`config.mk`:
```
export PLATFORM = sky130hd
export DESIGN_NAME = start_done_sequencer
export DESIGN_NICKNAME = d
export VERILOG_FILES = /design/src/rtl/start_done_sequencer.sv
export SDC_FILE = /design/constraint.sdc
export NUM_CORES = 1
export LEC_CHECK = 0
export CAP_MARGIN = 10
export CORE_MARGIN = 3
export CORE_UTILIZATION = 55
export CTS_BUF_LIST = sky130_fd_sc_hd__clkbuf_4 sky130_fd_sc_hd__clkbuf_8
export CTS_CLUSTER_SIZE = 24
export DETAILED_ROUTE_END_ITERATION = 10
export PLACE_DENSITY = 0.84
export SYNTH_ARGS = -nofsm -noshare
export SYNTH_HDL_FRONTEND = slang
export SYNTH_SLANG_ARGS = --single-unit
```
`constraint.sdc`:
```
create_clock -name clk -period 4.54 [get_ports clk]
set_clock_uncertainty 0.2 [all_clocks]
set_input_delay 0.681 -clock clk [delete_from_list [all_inputs] [get_ports clk]]
set_output_delay 0.681 -clock clk [all_outputs]
set_load 0.01 [all_outputs]
```
`src/rtl/start_done_sequencer.sv`:
```
// Start/done handshake sequencer: issues PULSE_W-cycle start pulses, waits for each done rising edge,
// and ends a run after run_len starts (0 = free-run). Define SEQ_TIMEOUT_EN to compile in the WAIT watchdog.
module start_done_sequencer #(
  parameter int COUNT_W     = 8,
  parameter int PULSE_W     = 2,
  parameter int TIMEOUT_CYC = 256
) (
  input  logic               clk,
  input  logic               rst_n,
  input  logic               enable,
  input  logic               done,
  input  logic [COUNT_W-1:0] run_len,
  output logic               start,
  output logic [COUNT_W-1:0] count,
  output logic               busy,
  output logic               run_done,
  output logic               timeout
);

  localparam int             PC_W    = $clog2(PULSE_W + 1);
  localparam logic [PC_W-1:0] PC_LOAD = PC_W'(PULSE_W);

  typedef enum logic [1:0] {
    IDLE  = 2'd0,
    START = 2'd1,
    WAIT  = 2'd2
  } state_t;

  state_t             state;
  logic               done_q;
  logic [COUNT_W-1:0] len_r;
  logic [PC_W-1:0]    pcnt;
  logic               done_rise;
  logic               go_on;
  logic               wd_hit;

  if (PULSE_W < 1 || TIMEOUT_CYC < 1) begin : g_param_check
    $error("start_done_sequencer: PULSE_W and TIMEOUT_CYC must be >= 1");
  end

  assign done_rise = done & ~done_q;
  assign go_on     = enable && ((len_r == '0) || (count != len_r));

`ifdef SEQ_TIMEOUT_EN
  localparam int              WD_W    = $clog2(TIMEOUT_CYC + 1);
  localparam logic [WD_W-1:0] WD_LAST = WD_W'(TIMEOUT_CYC - 1);

  logic [WD_W-1:0] wd;
  logic            timeout_r;

  assign wd_hit  = (wd == WD_LAST);
  assign timeout = timeout_r;

  // Watchdog runs only while waiting; it is held at zero in every other state so WAIT always starts from 0.
  always_ff @(posedge clk or negedge rst_n) begin
    if (!rst_n) begin
      wd        <= '0;
      timeout_r <= 1'b0;
    end else begin
      if (state == IDLE && enable)
        timeout_r <= 1'b0;
      else if (state == WAIT && !done_rise && wd_hit)
        timeout_r <= 1'b1;
      if (state == WAIT)
        wd <= wd + 1'b1;
      else
        wd <= '0;
    end
  end
`else
  assign wd_hit  = 1'b0;
  assign timeout = 1'b0;
`endif

  always_ff @(posedge clk or negedge rst_n) begin
    if (!rst_n) begin
      state    <= IDLE;
      done_q   <= 1'b0;
      len_r    <= '0;
      pcnt     <= '0;
      count    <= '0;
      start    <= 1'b0;
      busy     <= 1'b0;
      run_done <= 1'b0;
    end else begin
      done_q   <= done;
      run_done <= 1'b0;
      unique case (state)
        IDLE: begin
          if (enable) begin
            len_r <= run_len;
            count <= COUNT_W'(1);
            pcnt  <= PC_LOAD;
            start <= 1'b1;
            busy  <= 1'b1;
            state <= START;
          end
        end
        START: begin
          // done edges seen here are deliberately dropped; completion must rise again in WAIT
          if (pcnt == PC_W'(1)) begin
            start <= 1'b0;
            state <= WAIT;
          end else begin
            pcnt <= pcnt - 1'b1;
          end
        end
        WAIT: begin
          if (done_rise) begin
            if (go_on) begin
              count <= count + 1'b1;
              pcnt  <= PC_LOAD;
              start <= 1'b1;
              state <= START;
            end else begin
              busy     <= 1'b0;
              run_done <= 1'b1;
              state    <= IDLE;
            end
          end else if (wd_hit) begin
            busy  <= 1'b0;
            state <= IDLE;
          end
        end
        default: begin
          start <= 1'b0;
          busy  <= 1'b0;
          state <= IDLE;
        end
      endcase
    end
  end

endmodule

```
==> results of run 1 <==
-- layer usage --
| layer | part of all wire | vias up | GRT usage |
|---|---|---|---|
| met5 | 0 | - | 0 |
| met4 | 0.014 | 0 | 0.0766 |
| met3 | 0.051 | 4 | 0.0332 |
| met2 | 0.47 | 36 | 0.339 |
| met1 | 0.47 | 454 | 0.312 |
| li1 | - | 450 | - |
-- through the flow --
step | cells | power, mW | util | hold slack (ps)
6_report | 163 | 0.733 | 0.746 | 350
5_1_grt | 163 | 0.791 | 0.746 | 379
4_1_cts | 162 | 0.735 | 0.732 | 354
3_5_place_dp | 159 | 0.643 | 0.721 | 335
3_3_place_gp | 159 | 0.621 | 0.721 | 312
2_1_floorplan | 114 | 0.559 | - | 185
-- path summary, 6_finish.rpt --
| check | start | endpoint | slack, ps | depth (start not counted) |
|---|---|---|---|---|
| min reg2reg | pcnt[1] | pcnt[1] | 350 | 2 |
| min | pcnt[1] | pcnt[1] | 350 | 2 |
| min in group asynchronous | rst_n | len_r[6] | 480 | 1 |
| max in group asynchronous | rst_n | len_r[3] | 3220 | 2 |
| max | enable | len_r[1] | 2090 | 4 |
| max reg2reg | count[6] | pcnt[1] | 2430 | 5 |
-- cell families (layout without fill, tap and decap cells) --
kind of cell    Yosys count  count (layout)  share of synthesized area
fa+ha+maj                 2               2                     0.0198
flops                    24              24                      0.476
other cells               1               1                    0.00297
simple gates             40              40                      0.195
buf+inv                   6              28                     0.0278
compound gates           23              23                      0.136
mux                       9               9                     0.0794
xor+xnor                  9               9                     0.0625
-- layout make-up --
cell class | count | area (um^2)
Clock buffer | 3 | 22.5
Fill cell | 146 | 524
Inverter | 2 | 7.51
Multi-Input combinational cell | 84 | 626
Sequential cell | 24 | 601
Tap cell | 27 | 33.8
Timing Repair Buffer | 23 | 248
-- power by group through the flow --
stage	Clock, mW	Sequential (mW)	Combinational (mW)
final	0.0943	0.349	0.290
after global routing	0.106	0.358	0.327
after CTS	0.0952	0.349	0.290
after detailed placement	0	0.353	0.290
after global placement	0	0.350	0.270
after floorplan	0	0.343	0.216
-- tightest hold or removal path: stages (launching register included) --
cell,delay (ps)
dfrtp_1,380
inv_1,70
a31oi_1,80
-- synth_stat cells (2+ instances only) --
cell	number	share of area
dfrtp_1	24	0.48
nand2_1	11	0.033
xor2_1	9	0.063
nor2_1	7	0.021
mux2_2	5	0.045
o21ai_0	5	0.020
nand3_1	4	0.016
and3_1	3	0.015
mux2_1	3	0.027
nand2b_1	3	0.015
a21oi_1	2	0.0079
a22o_1	2	0.014
a31oi_1	2	0.0099
and2_1	2	0.0099
ha_1	2	0.020
inv_1	2	0.0060
nor3b_1	2	0.012
nor4_2	2	0.020
o21a_1	2	0.012
o22a_1	2	0.014
-- layout by cell type (no fill, tap or decap), types with 3 or more instances in the layout --
master and count:
xor2_1 9, nand2b_1 3, nand2_1 11, nor2_1 7, and3_1 3, mux2_2 5, dfrtp_1 24, clkbuf_4 3
clkdlybuf4s50_1 22, o21ai_0 5, nand3_1 4, mux2_1 3
-- sequential cells by signal, indices dropped and copies added (netlist names) --
| name | count |
|---|---|
| count | 8 |
| len_r | 8 |
| pcnt | 2 |
| state | 2 |
| busy | 1 |
| done_q | 1 |
| run_done | 1 |
| start | 1 |
==> impl_metrics.toml, run 1 <==
[status]
status = "complete, no violations"

[worst_setup_path]
slowest_delay_ps = 640
critPathSlowestCell = "clkdlybuf4s50_1"
cp_max_fo = 9
crit_buf_inv = 1
path_class = "in2reg"
critPathLaunchType = "input pin"
path_cells = "clkdlybuf4s50_1 > nor2b_1 > and2_1 > mux2_2"
cp_top_family = "simple AND/OR/NAND/NOR gates"
cp-end-kind = "flip-flop"
worstPathRequired_ps = 4550
crit_arrival_ps = 2460

[synth]
yosysSeqAreaShare = 0.476
synth-edff-count = 0
synthCells = 114
ys_async_sr_fraction = 1.00
syn-num-nets = 128
ys_seq_elements = 24
post_synth.cell_area_avg_um2 = 11.1
ys.warnings.count = 0
synth_area_um2 = 1260
yosysUniqueCellTypes = 40
synthFlopType = "dfrtp_1"

[global_routing]
grt_max_degree = 25
grt_overflow = 0
antenna_found_initial = 0
grt_pass1_vias = 917
grt_first_pass_wirelength_um = 4460
grt.total_usage = 0.220

[drt]
wl_per_cell_um = 16.0
antenna_left = 0
drt-vias-per-instance = 5.79
vias = 944
dr.pass1.iters = 4
drc = 0
drt_iter0_drc = 15
routed_wl_um = 2610

[sta]
finalMaxSlewViolations = 0
fin_tns_setup_ps = 0
setup_violations = 0
hold_viol = 0
fmax_mhz = 408
fin_ws_ps = 2090
layout_min_cycle_time_ps = 2450
rsz0062_at_grt = "no"
fin_crit_sh = 0.539

[power_and_ir_drop]
peakVddDrop_mv = 0.321
pwr-share-clk = 0.129
p_leak_nw = 0.676
combPwrFrac = 0.395
seqPwrFrac = 0.476
intPower_mw = 0.450
swShare = 0.387
p_sw_mw = 0.284
power_density_nw_per_um2 = 477

[layout]
fin_area_um2 = 1540
area_growth_pct = 21.9
num_antenna_cells = 0
final_nets = 152
drive_above_1_share = 0.140

[hold_path]
hold_path_class = "reg2reg"

[floorplanning]
fp.dieW_um = 53.9
start_util = 0.612
rows = 16
coreArea_um2 = 2060
die_y_um = 53.9
pin_count = 24
die-area_um2 = 2900

[clocking]
clkTransAtPathRegs_ps = 130
hold_buffers = 0
cts_tree = "yes"
cts_max_path_buffers = 2
cts.sinks = 24
insertion_delay_ps = 310
post_cts_resized = 0
clock-root-buffer = "clkbuf_4"
cts_buffers = 3
htreeDepth = 1
cts_setup_buffers = 0

[place]
port_buffers = 22
place_ws_ps = 1780
dpl_cell_area_um2 = 1490
hpwl_um = 1940
gp_congestion = 0.816

[run]
max_cap_violations = 0
Note: power is estimated with default switching activity, not from simulation.
==> run 2: changes to the inputs <==
- CORE_UTILIZATION: 55 -> 48
- PLACE_DENSITY: 0.84 -> 0.78
- clock period: 4.54 -> 2.01 ns (I/O delays scaled with it)
==> run 2 against run 1 <==
Count of clock-buffer cells in the layout increased by 1. Die area grew 13%. Register-to-register slack worse by 2400 ps.
==> impl_metrics.toml, run 2 (same netlist as run 1, synthesis figures left out) <==
[status]
status = "complete, no violations"

[drt]
wl_per_cell_um = 14.8
drc = 0
vias = 983
dr.pass1.iters = 4
antenna_left = 0
routed_wl_um = 2610
drt-vias-per-instance = 5.59
drt_iter0_drc = 26

[power_and_ir_drop]
seqPwrFrac = 0.453
p_sw_mw = 0.656
combPwrFrac = 0.401
p_leak_nw = 0.732
pwr-share-clk = 0.146
power_density_nw_per_um2 = 1080
peakVddDrop_mv = 0.882
swShare = 0.374
intPower_mw = 1.10

[clocking]
cts.sinks = 24
hold_buffers = 0
cts_buffers = 3
htreeDepth = 1
clkTransAtPathRegs_ps = 130
post_cts_resized = 0
insertion_delay_ps = 320
clock-root-buffer = "clkbuf_4"
cts_max_path_buffers = 2
cts_tree = "yes"
cts_setup_buffers = 0

[global_routing]
busiest_layer = "met2"
use_met1 = 0.248
grt_first_pass_wirelength_um = 4440
grt_pass1_vias = 929
grt_overflow = 0
grt_max_degree = 25
use_met3 = 0.0294
grt.total_usage = 0.174
antenna_found_initial = 0
use_met2 = 0.258

[place]
dpl_cell_area_um2 = 1580
port_buffers = 22
place_ws_ps = -2.61
gp_congestion = 0.793
placed_cells = 172
hpwl_um = 2000

[floorplanning]
coreArea_um2 = 2340
fp.dieW_um = 57.3
die_y_um = 57.3
rows = 17
die-area_um2 = 3280
start_util = 0.539
pin_count = 24

[layout]
layout_commonest_cell = "dfrtp_1"
stdcell_count = 176
fin_area_um2 = 1620
reg.largest.list = "count (8), len_r (8)"
n_fill_cell = 200
num_antenna_cells = 0
area_growth_pct = 28.8
drive_above_1_share = 0.209
final_nets = 163
final_cell_mix = "dfrtp_1 (24), clkdlybuf4s50_1 (22), buf_4 (12), nand2_1 (11), xor2_1 (9)"

[sta]
finalMaxSlewViolations = 0
fin_ws_ps = 78.7
fin_crit_sh = 0.961
hold_viol = 0
fmax_mhz = 518
fin_tns_setup_ps = 0
setup_violations = 0
layout_min_cycle_time_ps = 1930
hold_ws_ps = 123
rsz0062_at_grt = "no"

[worst_setup_path]
critPathLaunchType = "flip-flop"
cp-end-kind = "flip-flop"
path_class = "reg2reg"
r2r_slack_ps = 80
r2r_cells = 5
critPathSlowestCell = "dfrtp_1"
crit-reg2reg-launch = "len_r[6]"
worstPathRequired_ps = 2030
path_cells = "xor2_1 > nor4_4 > nand3_4 > and3_1 > a22o_1"
cp_max_fo = 9
cp-endpoint = "count[7]"
slowest_delay_ps = 440
crit_arrival_ps = 1950
regToRegEndpoint = "count[7]"
critPathLaunch = "len_r[6]"

[run]
max_cap_violations = 0

[hold_path]
hold_path_class = "in2async"
==> run 2: area by class of cell <==
type,count,area [um^2],share of cell area
Multi-Input combinational cell,84,634,0.391
Inverter,2,7.51,0.00462
Timing Repair Buffer,34,310,0.191
Tap cell,28,35.0,0.0216
Sequential cell,24,601,0.370
Clock buffer,4,36.3,0.0223
==> run 2: layer usage <==
metal / vias to the layer above / share of wire
met3: 7 / 0.037
met1: 483 / 0.46
met5: - / 0
met4: 0 / 0.022
met2: 23 / 0.48
li1: 470 / -
==> run 2: power groups by stage <==
stage	Sequential (mW)	Combinational (mW)	Clock, mW
after floorplan	0.775	0.488	0
after global placement	0.782	0.674	0
after detailed placement	0.789	0.699	0
after CTS	0.779	0.705	0.264
after global routing	0.823	0.787	0.284
final	0.795	0.704	0.256
==> run 2: critical path, delay by kind of cell, from the launching register on <==
kind / cells / cell delay [ps]
flops: 1 / 440
simple gates: 3 / 780
compound gates: 1 / 220
xor+xnor: 1 / 200
==> run 2: how the worst min path moves through the flow <==
stage	endpoint	cells after the start	from	slack, ps
after global routing	done_q	2	rst_n	130
after detailed placement	pcnt[1]	2	pcnt[1]	330
after global placement	pcnt[1]	2	pcnt[1]	310
final	len_r[7]	2	rst_n	120
after CTS	count[6]	2	rst_n	120
after floorplan	busy	0	rst_n	-190
==> run 2: metrics by stage <==
step | util | power, mW
floorplan | - | 1.26
global placement | 0.675 | 1.46
detailed placement | 0.675 | 1.49
CTS | 0.690 | 1.75
global route | 0.694 | 1.89
finish | 0.694 | 1.75
